<file path="config.mk">
export PLATFORM = sky130hd
export DESIGN_NAME = md5_stream_core_flat
export DESIGN_NICKNAME = d
export VERILOG_FILES = /design/src/rtl/md5_stream_core_pkg.sv /design/src/rtl/md5_stream_core_if.sv /design/src/rtl/md5_stream_core_step.sv /design/src/rtl/md5_stream_core.sv /design/src/flat_wrapper.sv
export SDC_FILE = /design/constraint.sdc
export NUM_CORES = 2
export LEC_CHECK = 0
export BUFFER_PORTS_ARGS = -buffer_cell sky130_fd_sc_hd__clkbuf_2
export CAP_MARGIN = 20
export CORE_MARGIN = 2
export CORE_UTILIZATION = 35
export DETAILED_ROUTE_END_ITERATION = 6
export GPL_ROUTABILITY_DRIVEN = 1
export GPL_TIMING_DRIVEN = 0
export PLACE_DENSITY = 0.6
export SETUP_SLACK_MARGIN = 0.15
export SLEW_MARGIN = 20
export SYNTH_ARGS = -nofsm -noshare
export SYNTH_HDL_FRONTEND = slang
export SYNTH_SLANG_ARGS = --single-unit
</file>
<file path="constraint.sdc">
create_clock -name clk -period 48.5 [get_ports clk]
set_clock_uncertainty 0.2 [all_clocks]
set_input_delay 2.425 -clock clk [delete_from_list [all_inputs] [get_ports clk]]
set_output_delay 2.425 -clock clk [all_outputs]
set_load 0.1 [all_outputs]
</file>
<file path="src/rtl/md5_stream_core_pkg.sv">
// Shared MD5 definitions: initial chaining value, round constants, shift amounts,
// message-word schedule, FSM state encoding and the unroll-factor legality check.
package md5_pkg;

    typedef enum logic [1:0] {
        ST_IDLE,
        ST_COMPUTE,
        ST_FINAL,
        ST_OUT
    } state_e;

    localparam logic [31:0] IV_A = 32'h67452301;
    localparam logic [31:0] IV_B = 32'hefcdab89;
    localparam logic [31:0] IV_C = 32'h98badcfe;
    localparam logic [31:0] IV_D = 32'h10325476;

    localparam logic [31:0] K_TABLE [64] = '{
        32'hd76aa478, 32'he8c7b756, 32'h242070db, 32'hc1bdceee, 32'hf57c0faf, 32'h4787c62a, 32'ha8304613, 32'hfd469501,
        32'h698098d8, 32'h8b44f7af, 32'hffff5bb1, 32'h895cd7be, 32'h6b901122, 32'hfd987193, 32'ha679438e, 32'h49b40821,
        32'hf61e2562, 32'hc040b340, 32'h265e5a51, 32'he9b6c7aa, 32'hd62f105d, 32'h02441453, 32'hd8a1e681, 32'he7d3fbc8,
        32'h21e1cde6, 32'hc33707d6, 32'hf4d50d87, 32'h455a14ed, 32'ha9e3e905, 32'hfcefa3f8, 32'h676f02d9, 32'h8d2a4c8a,
        32'hfffa3942, 32'h8771f681, 32'h6d9d6122, 32'hfde5380c, 32'ha4beea44, 32'h4bdecfa9, 32'hf6bb4b60, 32'hbebfbc70,
        32'h289b7ec6, 32'heaa127fa, 32'hd4ef3085, 32'h04881d05, 32'hd9d4d039, 32'he6db99e5, 32'h1fa27cf8, 32'hc4ac5665,
        32'hf4292244, 32'h432aff97, 32'hab9423a7, 32'hfc93a039, 32'h655b59c3, 32'h8f0ccc92, 32'hffeff47d, 32'h85845dd1,
        32'h6fa87e4f, 32'hfe2ce6e0, 32'ha3014314, 32'h4e0811a1, 32'hf7537e82, 32'hbd3af235, 32'h2ad7d2bb, 32'heb86d391
    };

    localparam logic [4:0] S_TABLE [64] = '{
        5'd7, 5'd12, 5'd17, 5'd22, 5'd7, 5'd12, 5'd17, 5'd22, 5'd7, 5'd12, 5'd17, 5'd22, 5'd7, 5'd12, 5'd17, 5'd22,
        5'd5, 5'd9,  5'd14, 5'd20, 5'd5, 5'd9,  5'd14, 5'd20, 5'd5, 5'd9,  5'd14, 5'd20, 5'd5, 5'd9,  5'd14, 5'd20,
        5'd4, 5'd11, 5'd16, 5'd23, 5'd4, 5'd11, 5'd16, 5'd23, 5'd4, 5'd11, 5'd16, 5'd23, 5'd4, 5'd11, 5'd16, 5'd23,
        5'd6, 5'd10, 5'd15, 5'd21, 5'd6, 5'd10, 5'd15, 5'd21, 5'd6, 5'd10, 5'd15, 5'd21, 5'd6, 5'd10, 5'd15, 5'd21
    };

    // Word schedule per round; 4-bit arithmetic gives the mod-16 wrap for free.
    function automatic logic [3:0] msg_index(input logic [5:0] step);
        logic [3:0] i;
        i = step[3:0];
        case (step[5:4])
            2'd0:    return i;
            2'd1:    return i * 4'd5 + 4'd1;
            2'd2:    return i * 4'd3 + 4'd5;
            default: return i * 4'd7;
        endcase
    endfunction

    function automatic bit spc_legal(input int s);
        return (s == 1) || (s == 2) || (s == 4) || (s == 8) || (s == 16);
    endfunction

    function automatic logic [31:0] bswap32(input logic [31:0] w);
        return {w[7:0], w[15:8], w[23:16], w[31:24]};
    endfunction

endpackage

</file>
<file path="src/rtl/md5_stream_core_if.sv">
// Block-in / digest-out valid-ready bus of the MD5 core; slave is the core side.
interface md5_stream_core_if;
    logic         blk_valid;
    logic         blk_ready;
    logic [511:0] blk_data;
    logic         blk_first;
    logic         blk_last;
    logic         dig_valid;
    logic         dig_ready;
    logic [127:0] dig_data;

    modport slave (
        input  blk_valid, blk_data, blk_first, blk_last, dig_ready,
        output blk_ready, dig_valid, dig_data
    );

    modport master (
        output blk_valid, blk_data, blk_first, blk_last, dig_ready,
        input  blk_ready, dig_valid, dig_data
    );
endinterface

</file>
<file path="src/rtl/md5_stream_core_step.sv">
// One combinational MD5 step: (a,b,c,d) -> (d, b + rotl(a+f+K+M, s), b, c).
module md5_step (
    input  logic [31:0] i_a,
    input  logic [31:0] i_b,
    input  logic [31:0] i_c,
    input  logic [31:0] i_d,
    input  logic [31:0] i_m,
    input  logic [31:0] i_k,
    input  logic [4:0]  i_s,
    input  logic [1:0]  i_round,
    output logic [31:0] o_a,
    output logic [31:0] o_b,
    output logic [31:0] o_c,
    output logic [31:0] o_d
);
    logic [31:0] w_f;
    logic [31:0] w_sum;
    logic [31:0] w_rot;

    always_comb begin
        // NOTE: default assignment first so every path drives w_f and no latch is inferred.
        w_f = 32'h0;
        case (i_round)
            2'd0: w_f = (i_b & i_c) | (~i_b & i_d);
            2'd1: w_f = (i_b & i_d) | (i_c & ~i_d);
            2'd2: w_f = i_b ^ i_c ^ i_d;
            2'd3: w_f = i_c ^ (i_b | ~i_d);
            default: w_f = 32'h0;
        endcase
    end

    assign w_sum = i_a + w_f + i_k + i_m;
    assign w_rot = (w_sum << i_s) | (w_sum >> (6'd32 - {1'b0, i_s}));

    assign o_a = i_d;
    assign o_b = i_b + w_rot;
    assign o_c = i_b;
    assign o_d = i_c;
endmodule

</file>
<file path="src/rtl/md5_stream_core.sv">
// MD5 compression engine with multi-block chaining, STEPS_PER_CYCLE steps per clock.
// Define MD5_BYTESWAP_EN to emit the canonical digest byte string instead of raw {D,C,B,A}.
module md5_stream_core
    import md5_pkg::*;
#(
    parameter int STEPS_PER_CYCLE = 1
) (
    input  logic             clk,
    input  logic             reset,
    md5_stream_core_if.slave bus,
    output logic             busy
);
    localparam int         S         = STEPS_PER_CYCLE;
    localparam logic [5:0] STEP_INC  = 6'(S);
    localparam logic [5:0] LAST_STEP = 6'(64 - S);

    if (!spc_legal(S)) begin : g_bad_steps
        $error("md5_stream_core: STEPS_PER_CYCLE must be 1, 2, 4, 8 or 16");
    end

    state_e       r_state;
    logic         r_blk_ready;
    logic         r_dig_valid;
    logic [127:0] r_dig_data;
    logic         r_last;
    logic [5:0]   r_step;
    logic [511:0] r_blk;
    logic [31:0]  r_a, r_b, r_c, r_d;
    logic [31:0]  r_ca, r_cb, r_cc, r_cd;
    logic         w_xfer;
    logic [127:0] w_digest;
    logic [31:0]  w_a [S+1];
    logic [31:0]  w_b [S+1];
    logic [31:0]  w_c [S+1];
    logic [31:0]  w_d [S+1];

    assign w_xfer = (r_state == ST_IDLE) && r_blk_ready && bus.blk_valid;
    assign w_a[0] = r_a;
    assign w_b[0] = r_b;
    assign w_c[0] = r_c;
    assign w_d[0] = r_d;

    for (genvar k = 0; k < S; k++) begin : g_step
        logic [5:0] w_idx;
        logic [3:0] w_g;
        assign w_idx = r_step + 6'(k);
        assign w_g   = msg_index(w_idx);
        md5_step u_step (
            .i_a(w_a[k]), .i_b(w_b[k]), .i_c(w_c[k]), .i_d(w_d[k]),
            .i_m(r_blk[{w_g, 5'd0} +: 32]),
            .i_k(K_TABLE[w_idx]),
            .i_s(S_TABLE[w_idx]),
            .i_round(w_idx[5:4]),
            .o_a(w_a[k+1]), .o_b(w_b[k+1]), .o_c(w_c[k+1]), .o_d(w_d[k+1])
        );
    end

`ifdef MD5_BYTESWAP_EN
    assign w_digest = {bswap32(r_ca), bswap32(r_cb), bswap32(r_cc), bswap32(r_cd)};
`else
    assign w_digest = {r_cd, r_cc, r_cb, r_ca};
`endif

    // NOTE: the block buffer has no reset; it is always loaded on transfer before it is read.
    always_ff @(posedge clk) begin
        if (w_xfer) r_blk <= bus.blk_data;
    end

    always_ff @(posedge clk or posedge reset) begin
        if (reset) begin
            r_state     <= ST_IDLE;
            r_blk_ready <= 1'b0;
            r_dig_valid <= 1'b0;
            r_dig_data  <= '0;
            r_last      <= 1'b0;
            r_step      <= '0;
            {r_a, r_b, r_c, r_d}     <= {IV_A, IV_B, IV_C, IV_D};
            {r_ca, r_cb, r_cc, r_cd} <= {IV_A, IV_B, IV_C, IV_D};
        end else begin
            // NOTE: non-blocking assignments so every register samples pre-edge values.
            case (r_state)
                ST_IDLE: begin
                    if (w_xfer) begin
                        r_blk_ready <= 1'b0;
                        r_state     <= ST_COMPUTE;
                        r_step      <= '0;
                        r_last      <= bus.blk_last;
                        if (bus.blk_first) begin
                            {r_a, r_b, r_c, r_d}     <= {IV_A, IV_B, IV_C, IV_D};
                            {r_ca, r_cb, r_cc, r_cd} <= {IV_A, IV_B, IV_C, IV_D};
                        end else begin
                            {r_a, r_b, r_c, r_d} <= {r_ca, r_cb, r_cc, r_cd};
                        end
                    end else begin
                        r_blk_ready <= 1'b1;
                    end
                end
                ST_COMPUTE: begin
                    {r_a, r_b, r_c, r_d} <= {w_a[S], w_b[S], w_c[S], w_d[S]};
                    r_step <= r_step + STEP_INC;
                    if (r_step == LAST_STEP) r_state <= ST_FINAL;
                end
                ST_FINAL: begin
                    r_ca <= r_ca + r_a;
                    r_cb <= r_cb + r_b;
                    r_cc <= r_cc + r_c;
                    r_cd <= r_cd + r_d;
                    if (r_last) begin
                        r_state <= ST_OUT;
                    end else begin
                        r_state     <= ST_IDLE;
                        r_blk_ready <= 1'b1;
                    end
                end
                ST_OUT: begin
                    // First OUT cycle registers the digest; it then holds until taken.
                    if (!r_dig_valid) begin
                        r_dig_valid <= 1'b1;
                        r_dig_data  <= w_digest;
                    end else if (bus.dig_ready) begin
                        r_dig_valid <= 1'b0;
                        r_state     <= ST_IDLE;
                        r_blk_ready <= 1'b1;
                    end
                end
                default: r_state <= ST_IDLE;
            endcase
        end
    end

    assign busy          = (r_state != ST_IDLE);
    assign bus.blk_ready = r_blk_ready;
    assign bus.dig_valid = r_dig_valid;
    assign bus.dig_data  = r_dig_data;
endmodule

</file>
<file path="src/flat_wrapper.sv">
// flat-port wrapper written by rule: the top's interface ports become plain ports
module md5_stream_core_flat import md5_pkg::*;
#(
    parameter int STEPS_PER_CYCLE = 1
)
  (clk, reset, busy, bus_blk_valid, bus_blk_data, bus_blk_first, bus_blk_last, bus_dig_ready, bus_blk_ready, bus_dig_valid, bus_dig_data);
  md5_stream_core_if bus_i ();
  input  logic clk;
  input  logic reset;
  output logic busy;
  input wire logic [$bits(bus_i.blk_valid)-1:0] bus_blk_valid;
  input wire logic [$bits(bus_i.blk_data)-1:0] bus_blk_data;
  input wire logic [$bits(bus_i.blk_first)-1:0] bus_blk_first;
  input wire logic [$bits(bus_i.blk_last)-1:0] bus_blk_last;
  input wire logic [$bits(bus_i.dig_ready)-1:0] bus_dig_ready;
  output wire logic [$bits(bus_i.blk_ready)-1:0] bus_blk_ready;
  output wire logic [$bits(bus_i.dig_valid)-1:0] bus_dig_valid;
  output wire logic [$bits(bus_i.dig_data)-1:0] bus_dig_data;
  assign bus_i.blk_valid = bus_blk_valid;
  assign bus_i.blk_data = bus_blk_data;
  assign bus_i.blk_first = bus_blk_first;
  assign bus_i.blk_last = bus_blk_last;
  assign bus_i.dig_ready = bus_dig_ready;
  assign bus_blk_ready = bus_i.blk_ready;
  assign bus_dig_valid = bus_i.dig_valid;
  assign bus_dig_data = bus_i.dig_data;
  md5_stream_core #(.STEPS_PER_CYCLE(STEPS_PER_CYCLE)) u_core (.clk(clk), .reset(reset), .bus(bus_i), .busy(busy));
endmodule
</file>
==> out/metrics.cfg <==
[placed_design]
port_buffers = 648
gp_congestion = 1.045
dp_hpwl_um = 193800

[floorplan]
core_um2 = 154400
start_util = 0.3536
die_y_um = 399.0
dieWidth_um = 399.0
dieArea_um2 = 159200
rows = 144
pin_count = 649

[cts]
clkLatencyLatePin_ns = 0.74
cts_made_buffers = 101
cts_root_buffer = clkbuf_16
path_clk_slew_ns = 0.06
h-tree-depth = 3
hold_buffers = 0
cts_repair_resize_count = 0
post-cts-setup-buffer-count = 0
numClockSinks = 907
cts_tree = built
clk_path_buf_depth = 3

[logic_synthesis]
synthesis.nets = 5998
syn_area_per_cell_um2 = 10.51
yosysWarningCount = 0
ys_seq_area_frac = 0.4655
synth_top_area_frac = 0.2816
yosysTopAreaCell = edfxtp_1
synth-seq-cells = 907
async_reset_ff_frac = 0.4355
synth_cells = 5197
synth_edf_count = 512
synth.distinct_cells = 104
yosys-top-cells-area = edfxtp_1 28%, dfrtp_1 12%, dfstp_2 6.2%
synth_ff_type = edfxtp_1
mappedNetlistArea_um2 = 54600

[sta]
tightestPinTransition_ns = 1.297
period_minus_slack_ns = 15.89
finalCritPeriodShare = 0.3277
rsz0062_at_grt = no
tns_ns = 0
timing.fmax_ghz = 0.06292
maxSlewHeadroom = 0.1338
setup_viol = 0
final_hold_viol_count = 0
finalMaxSlewViolations = 0

[cells_and_area]
n_fill_cell = 14980
drive_above_1_share = 0.2173
seq_area_um2 = 25420
fin_nets = 6773
multi_input_area_um2 = 27150
area_growth_pct = 17.79

[global_route]
grt_max_degree = 101
grt_pass1_wl_um = 340400
grt.total_usage = 0.2991
grtUsageMet2 = 0.4758
grt_busiest_layer = met2
antenna_found_initial = 37
grtUsageMet3 = 0.08479
first_global_vias = 46180
met1_usage = 0.3765
grt_overflow = 0

[worst_hold_path]
hold_class = reg2reg

[detailed_routing]
drtIter0Drc = 5714
wirelength_um = 243400
num_vias = 48060
wire_per_inst_um = 29.99
vias_per_cell = 5.920
drc = 0
ant_nets = 0
dr.pass1.iters = 7

[worst_setup_path]
slowest_delay_ns = 0.88
cp-start-kind = flip-flop
crit_type = reg2reg
cp_data_required_time_ns = 48.95
cp_data_arrival_time_ns = 16.35
cp-end-kind = flip-flop
cp_max_fo = 17
crit_slowest_cell = clkbuf_1
rrSetupSlack_ns = 32.61

[run_status]
status = complete, no violations

[run]
max-cap-violations = 0

==> cells in the mapped netlist (all sizes together) (9+ instances only) <==
cell / number
a211o: 21
a211oi: 95
a21boi: 14
a21o: 87
a21oi: 460
a221o: 16
a221oi: 13
a22oi: 19
a311oi: 18
a31oi: 97
and2: 52
and3: 27
buf: 68
clkbuf: 244
dfrtp: 267
dfstp: 128
edfxtp: 512
fa: 69
ha: 214
inv: 223
mux2: 134
mux2i: 53
mux4: 137
nand2: 505
nand2b: 41
nand3: 93
nand4: 11
nor2: 337
nor2b: 80
nor3: 113
nor3b: 61
o211ai: 49
o21a: 26
o21ai: 443
o21bai: 20
o221ai: 16
o22ai: 44
o311ai: 14
o31ai: 37
or2: 9
or3: 30
xnor2: 118
xor2: 77
==> state kept, by name, indices dropped and copies added, names as in the netlist <==
signal,flops
u_core.r_last,1
u_core.r_cd,32
u_core.bus.dig_data,128
u_core.r_state,2
u_core.r_cc,32
u_core.r_ca,32
u_core.r_c,32
u_core.r_a,32
u_core.r_step,6
u_core.r_b,32
u_core.bus.dig_valid,1
u_core.r_blk,512
u_core.bus.blk_ready,1
u_core.r_cb,32
u_core.r_d,32
==> through the flow <==
stage	instance area [um2]	instances	util	hold slack [ns]	worst slack (ns)
floorplan	54600	5197	-	0.2679	30.18
global placement	60400	7889	0.3912	0.2723	22.81
detailed placement	60890	7911	0.3944	0.2902	33.03
CTS	64230	8098	0.4160	0.3049	32.93
global route	64300	8111	0.4164	0.3203	32.15
finish	64310	8117	0.4165	0.2950	32.61
==> path summary, 6_finish.rpt <==
kind                                          from                      end  cells after the start
max                               u_core.r_step[1]           u_core.r_b[31]                     46
max reg2reg                       u_core.r_step[1]           u_core.r_b[31]                     46
min                        u_core.bus.dig_data[65]  u_core.bus.dig_data[65]                      2
min in group asynchronous                    reset  u_core.bus.dig_data[47]                      2
max in group asynchronous                    reset          u_core.r_cd[20]                      4
min reg2reg                u_core.bus.dig_data[65]  u_core.bus.dig_data[65]                      2
==> layer usage <==
metal / part of all wire / wire [um] / vias to the layer above
li1: - / - / 20870
met1: 0.39 / 93890 / 23850
met2: 0.46 / 111400 / 2744
met3: 0.11 / 25600 / 563
met4: 0.051 / 12400 / 22
met5: 0.00055 / 135 / -
==> critical path, delay by kind of cell, from the launching register on <==
| kind | cells | cell delay [ns] |
|---|---|---|
| compound gates | 19 | 5.51 |
| xor+xnor | 2 | 0.64 |
| fa+ha+maj | 6 | 2.46 |
| buf+inv | 10 | 4.29 |
| flops | 1 | 0.67 |
| mux | 2 | 0.61 |
| simple gates | 7 | 1.34 |
==> placed cells by master (no fill, tap or decap), drive strengths merged, types with 37 or more instances in the layout <==
| cell type | synthesis | final |
|---|---|---|
| xnor2 | 118 | 118 |
| dfrtp | 267 | 267 |
| a21o | 87 | 87 |
| a31oi | 97 | 97 |
| nand2 | 505 | 505 |
| xor2 | 77 | 77 |
| fa | 69 | 69 |
| mux2i | 53 | 53 |
| and2 | 52 | 52 |
| clkinv | 1 | 38 |
| buf | 68 | 90 |
| dfstp | 128 | 128 |
| o211ai | 49 | 49 |
| nor3b | 61 | 61 |
| o22ai | 44 | 44 |
| nand2b | 41 | 41 |
| o31ai | 37 | 37 |
| nor2b | 80 | 80 |
| inv | 223 | 229 |
| o21ai | 443 | 443 |
| nor2 | 337 | 337 |
| mux2 | 134 | 134 |
| clkbuf | 244 | 1020 |
| a211oi | 95 | 95 |
| edfxtp | 512 | 512 |
| mux4 | 137 | 137 |
| nor3 | 113 | 113 |
| nand3 | 93 | 93 |
| ha | 214 | 214 |
| a21oi | 460 | 460 |
==> final cells by class <==
cell class,instances,share of cell area
inverter,224,0.01319
tap,2044,0.03976
buffer,312,0.01887
sequential,907,0.3952
clock inverter,61,0.01043
multi-input combinational,3754,0.4222
timing repair buffer,672,0.05809
clock buffer,126,0.04155
antenna,17,0.0006615
==> logic make-up after synthesis <==
logic type | Yosys count | synth area share
buffers and inverters | 536 | 0.03742
AND/OR/NAND/NOR | 1374 | 0.1164
adder cells (fa/ha/maj) | 283 | 0.07434
AO/OA/AOI/OAI | 1576 | 0.1797
XOR/XNOR | 197 | 0.03275
multiplexers | 324 | 0.09386
flip-flops | 907 | 0.4655
Power is left out: the tool's default activity adds up to more than one toggle a clock period on the data nets, which glitch-free logic cannot reach.
